## config.mk

```make
export PLATFORM = sky130hd
export DESIGN_NAME = operand_fetch
export DESIGN_NICKNAME = d
export VERILOG_FILES = /design/src/rtl/operand_fetch.sv
export SDC_FILE = /design/constraint.sdc
export NUM_CORES = 1
export LEC_CHECK = 0
export ABC_CLOCK_PERIOD_IN_PS = 6500
export CELL_PAD_IN_SITES_DETAIL_PLACEMENT = 0
export CELL_PAD_IN_SITES_GLOBAL_PLACEMENT = 1
export CORE_MARGIN = 1.5
export CORE_UTILIZATION = 34
export DETAILED_ROUTE_END_ITERATION = 7
export GPL_ROUTABILITY_DRIVEN = 0
export PLACE_DENSITY = 0.92
export SKIP_LAST_GASP = 1
export SLEW_MARGIN = 20
export SYNTH_ARGS = -nofsm -noshare
export SYNTH_HDL_FRONTEND = slang
export SYNTH_SLANG_ARGS = --single-unit
```

## constraint.sdc

```tcl
create_clock -name clk -period 6.5 [get_ports clk]
set_input_delay 0.65 -clock clk [delete_from_list [all_inputs] [get_ports clk]]
set_output_delay 0.65 -clock clk [all_outputs]
set_load 0.01 [all_outputs]
```

## src/rtl/operand_fetch.sv

```systemverilog
// Operand fetch stage: scoreboarded RAW/WAW stall, register-bank read, one-entry output register.
// Define OPF_BYPASS_EN to forward a same-cycle writeback into the fetched operands.
module operand_fetch (
    input  logic        clk,
    input  logic        reset,
    input  logic        in_valid,
    output logic        in_ready,
    input  logic [2:0]  in_rs1,
    input  logic [2:0]  in_rs2,
    input  logic        in_use1,
    input  logic        in_use2,
    input  logic [2:0]  in_rd,
    input  logic        in_rd_en,
    output logic [2:0]  rf_ra1,
    output logic [2:0]  rf_ra2,
    input  logic [15:0] rf_rd1,
    input  logic [15:0] rf_rd2,
    input  logic        wb_en,
    input  logic [2:0]  wb_addr,
    input  logic [15:0] wb_data,
    output logic        out_valid,
    input  logic        out_ready,
    output logic [15:0] out_op1,
    output logic [15:0] out_op2,
    output logic [2:0]  out_rd,
    output logic        out_rd_en,
    input  logic        flush,
    output logic [15:0] stall_cnt
);

    logic [7:0]  pend;
    logic [7:0]  pend_next;
    logic        bypass1;
    logic        bypass2;
    logic        hazard;
    logic        accept;
    logic [15:0] op1_next;
    logic [15:0] op2_next;

    assign rf_ra1 = in_rs1;
    assign rf_ra2 = in_rs2;

`ifdef OPF_BYPASS_EN
    assign bypass1 = wb_en && (wb_addr == in_rs1);
    assign bypass2 = wb_en && (wb_addr == in_rs2);
`else
    assign bypass1 = 1'b0;
    assign bypass2 = 1'b0;
`endif

    // WAW term deliberately has no bypass: at most one write may be outstanding per register
    assign hazard = (in_use1 && pend[in_rs1] && !bypass1)
                 || (in_use2 && pend[in_rs2] && !bypass2)
                 || (in_rd_en && pend[in_rd]);

    assign in_ready = !hazard && (!out_valid || out_ready) && !flush;
    assign accept   = in_valid && in_ready;

    assign op1_next = bypass1 ? wb_data : rf_rd1;
    assign op2_next = bypass2 ? wb_data : rf_rd2;

    // set is applied after clear so an accept wins over a same-register writeback
    always_comb begin
        pend_next = pend;
        if (wb_en)
            pend_next[wb_addr] = 1'b0;
        if (accept && in_rd_en)
            pend_next[in_rd] = 1'b1;
        if (flush)
            pend_next = '0;
    end

    always_ff @(posedge clk or negedge reset) begin
        if (!reset) begin
            out_valid <= 1'b0;
            out_op1   <= '0;
            out_op2   <= '0;
            out_rd    <= '0;
            out_rd_en <= 1'b0;
            pend      <= '0;
            stall_cnt <= '0;
        end else begin
            if (flush) begin
                out_valid <= 1'b0;
            end else if (accept) begin
                out_valid <= 1'b1;
                out_op1   <= op1_next;
                out_op2   <= op2_next;
                out_rd    <= in_rd;
                out_rd_en <= in_rd_en;
            end else if (out_ready) begin
                out_valid <= 1'b0;
            end
            pend <= pend_next;
            if (in_valid && hazard && (stall_cnt != '1))
                stall_cnt <= stall_cnt + 16'd1;
        end
    end

endmodule

```

**Word-level counts from Yosys, hierarchy flattened**

Cells that the tools add are included.

- $add $sub $neg: 1
- Magnitude comparators: 6
- Eq/ne operators: 1
- Multiplexer cells: 16
- Bitwise logic cells: 4
- Reductions and logical operators: 19

Operators with widths:

| operator | number |
|---|---|
| $mux 8 | 3 |
| $add 16x1->16 const B | 1 |
| $lt 3x4->1 const B | 4 |
| $ne 16x16->1 const B | 1 |
| $logic_and 1x1->1 | 11 |
| $bmux 1 s3 | 3 |
| $and 8x8->8 | 1 |
| $mux 1 | 8 |
| $not 8->8 | 1 |
| $or 8x8->8 | 1 |
| $demux 1 s3 | 2 |
| $ge 3x1->1 const B | 2 |
| $logic_not 1->1 | 3 |
| $logic_or 1x1->1 | 3 |
| $reduce_bool 3->1 | 1 |
| $reduce_and 2->1 | 1 |
| $not 1->1 | 1 |

- Register bits after elaboration: 61
- Bits of input ports: 69
- Output and inout bits: 60
- Word-level logic and storage cells: 54

**Longest topological paths before layout**

- Word-level depth: 12
- Mapped depth: 9
- Gate-level depth less buffers: 7

**Least setup slack after synthesis**

No wires, ideal clock.

- Kind: input -> output
- Start point: in in_rs1[1]
- End point: out in_ready
- Data arrival time: 1736 ps
- Required time: 5850 ps
- Setup slack: 4114 ps
- Cell stages on the path: 4
- Path buffers: 0
- Cells stage by stage: mux4_2 -> o22ai_1 -> o22ai_1 -> nor3b_1

- Longest elaborated chain between the ends: 8

Ends and longest elaborated chain:

| what | line | source |
|---|---|---|
| start: declaration | 8 | `input logic [2:0] in_rs1,` |
| $bmux 1 s3 | 52 | `assign hazard = (in_use1 && pend[in_rs1] && !bypass1)` |
| $mux 1 (not written as such) | 52 |  |
| $logic_and 1x1->1 | 52 |  |
| $logic_or 1x1->1 | 53 | `\|\| (in_use2 && pend[in_rs2] && !bypass2)` |
| $logic_or 1x1->1 | 54 | `\|\| (in_rd_en && pend[in_rd]);` |
| $logic_not 1->1 | 56 | `assign in_ready = !hazard && (!out_valid \|\| out_ready) && !flush;` |
| $logic_and 1x1->1 (2 in a row) | 56 |  |
| end: declaration | 7 | `output logic in_ready,` |

Every way passes these cells. The select of a mux whose other input is x is not followed.

**Worst setup path after layout**

- Start point: in in_rd[2]
- End point: out in_ready

- Longest elaborated chain between the ends: 7

Ends and longest elaborated chain:

| what | line | source |
|---|---|---|
| start: declaration | 12 | `input logic [2:0] in_rd,` |
| $bmux 1 s3 | 54 |  |
| $mux 1 (not written as such) | 54 |  |
| $logic_and 1x1->1 | 54 |  |
| $logic_or 1x1->1 | 54 |  |
| $logic_not 1->1 | 56 |  |
| $logic_and 1x1->1 (2 in a row) | 56 |  |

Every way passes these cells. The select of a mux whose other input is x is not followed.

==> results.yml <==
status:
  status: "finished, final reports clean"
global_routing:
  antenna_found_initial: 0
  grt_pass1_vias: 2154
  grt_max_degree: 62
  grt_pass1_wl_microns: 10490
  gr-total-overflow: 0
  grtUsageTotal_pct: 15.48
floorplan:
  die_area_sq_um: 8869
  die_w_microns: 94.18
  start_util_pct: 34.75
  num_io_pins: 129
  core_area_sq_um: 8134
  placementRows: 33
  die_y_microns: 94.18
sta:
  finalHoldViolations: 0
  setup_ws_ns: 2.935
  final_max_slew_viol_count: 0
  setup_tns_ns: 0
  slew_headroom_pct: 48.61
  period_minus_slack_ns: 3.565
  holdWs_ns: 0.4722
  worst_slew_pin_slew_ns: 0.7709
  fin_crit_sh_pct: 54.85
  maxClockFrequency_mhz: 280.5
  finClkSkew_ns: 0.01199
  setup_viol: 0
  rsz0062_at_grt: "false"
setup_path:
  crit_family: "buffers and inverters"
  cp_cell_sequence: "clkdlybuf4s50_1 -> or3b_2 -> a21oi_1 -> o31a_1 -> nor3b_1 -> clkdlybuf4s50_1"
  cp_max_fo: 11
  setup.worst_path.class: "in2out"
  arrival_ns: 2.92
  cp_slowest_cell: "clkdlybuf4s50_1"
  max_stage_delay_ns: 0.67
  endpoint_kind: "primary output"
  cp.required_ns: 5.85
  worstPathBufferInverterCount: 2
  start_kind: "input pin"
  crit_top_cell: "clkdlybuf4s50_1"
cts:
  path_clk_slew_ns: 0.06
  cts_tree: "yes"
  clk_latency_ns: 0.33
  clock_sinks: 61
  cts.repair.resized: 0
  numCtsBuffers: 9
  clockRootBuffer: "clkbuf_8"
  cts.hold.buffers_added: 0
  post_cts_buffers: 0
  cts.path.max_buffers: 2
  htree_levels: 3
route:
  drc: 0
  drtAntennaViolNets: 0
  met3_length_microns: 659
  vias: 2154
  dr.pass1.iters: 4
  drt-initial-drc-count: 54
  drt-total-wl_microns: 6376
  viasPerCell: 4.808
  wl_met1_microns: 2668
  dr_wl_met2_microns: 2974
  maxUsedRoutingLayer: "met4"
  wire_per_inst_microns: 14.23
yosys:
  syn_nets: 298
  yosysWarnings: 0
  synth_common_cells: "61 x dfrtp_1, 40 x mux2_2, 14 x nand2_1"
  synth_edf_count: 0
  synthMostInstantiatedCell: "dfrtp_1"
  postSynthCellCount: 228
  synth_top_area_cell: "dfrtp_1"
  yosysSeqAreaShare_pct: 54.01
  syn_area_per_cell_sq_um: 12.40
  synthFlopType: "dfrtp_1"
  synth_area_leaders: "dfrtp_1 54%, mux2_2 16%, xor2_1 3.4%"
  synth_cell_type_count: 41
  async_flop_share_pct: 100.0
  netlist_area_sq_um: 2826
  netlist.area_leader.share_pct: 54.01
  ys_ff_latch: 61
power:
  seqPwrFrac_pct: 43.2
  power_leakage_nw: 1.732
  p_per_area_nw_per_um2: 272.5
  irDropWorstVdd_mv: 0.1621
  p_int_mw: 0.8355
  clockPowerShare_pct: 28.5
  p_sw_mw: 0.3046
  switching_share_pct: 26.72
  total_power_mw: 1.140
  power_frac_comb_pct: 28.2
place:
  place_ws_ns: 2.929
  numPlacedInstances: 432
  io_buffers: 112
  hpwlAfterDp_microns: 4638
layout:
  nets: 408
  final_layout_size_suffix_gt1_share_pct: 19.83
  antennaDiodeCount: 0
  final_cells: 448
  areaGrowthSynthToFinish_pct: 48.03
job:
  drv_cap: 0
worst_hold_path:
  hold_path.class: "in2async"
## flip-flops by register name (all words and copies together) (netlist names)
register	flops
out_op2	16
out_rd	3
stall_cnt	16
out_rd_en	1
pend	8
out_op1	16
out_valid	1
## layout make-up
class                           instances  area (sq um)
Multi-Input combinational cell        142          1165
Inverter                               10         37.54
Sequential cell                        61          1526
Clock inverter                          4         47.55
Clock buffer                           12         145.1
Fill cell                             729          3950
Timing Repair Buffer                  114          1131
Tap cell                              105         131.4
## through the flow
step	util [%]	instance area, sq um
final	51.44	4184
after global routing	51.44	4184
after CTS	51.44	4184
after detailed placement	49.07	3991
after global placement	49.07	3991
after floorplan	-	2826
## routing by layer
layer	GRT usage, %	vias up
li1	-	1031
met3	7.039	7
met5	0	-
met2	23.56	94
met1	19.24	1022
met4	5.597	0
## cell usage in the layout (no fill, tap or decap), types with 3 or more instances in the layout
cell type and instances:
a21oi_1 3, clkbuf_8 10, clkdlybuf4s50_1 111, dfrtp_1 61, inv_1 10, mux2_2 40, nand2_1 14, nand2b_1 5
nand3_1 5, nor2_1 7, nor3_1 7, o211ai_1 4, o21ai_1 3, o22ai_1 3, o311ai_0 4, o31ai_1 4
xnor2_1 4, xor2_1 11
## kinds of logic after synthesis
kind of cell | Yosys count | synth area share [%]
flip-flops | 61 | 54.01
multiplexers | 44 | 18.24
AO/OA/AOI/OAI | 30 | 7.747
XOR/XNOR | 15 | 4.648
adder cells (fa/ha/maj) | 1 | 0.4426
AND/OR/NAND/NOR | 52 | 9.916
buffers and inverters | 25 | 5.002
## worst reg2reg max path: cells and delay by family, from the launching register on
family	cells	cell delay, ns
AOI/OAI and AO/OA	3	0.63
muxes	1	0.47
buffers and inverters	1	0.44
DFF	1	0.43
and+or+nand+nor	2	0.37
## path summary, 6_finish.rpt
path,from,endpoint,slack [ns],cells after the start
min reg2reg,stall_cnt[11],stall_cnt[11],0.49,1
max,in_rd[2],in_ready,2.93,6
max reg2reg,pend[5],pend[0],4.04,7
min in group clk,stall_cnt[11],stall_cnt[11],0.49,1
max in group asynchronous,reset,stall_cnt[15],5.50,2
min,reset,out_op1[0],0.47,2
## power groups by stage
stage	logic, mW	registers, mW	clock network (mW)
after floorplan	0.0955	0.527	0
after global placement	0.320	0.496	0
after detailed placement	0.325	0.501	0
after CTS	0.327	0.495	0.337
after global routing	0.348	0.504	0.355
final	0.322	0.493	0.325
Note: power is estimated with default switching activity, not from simulation.
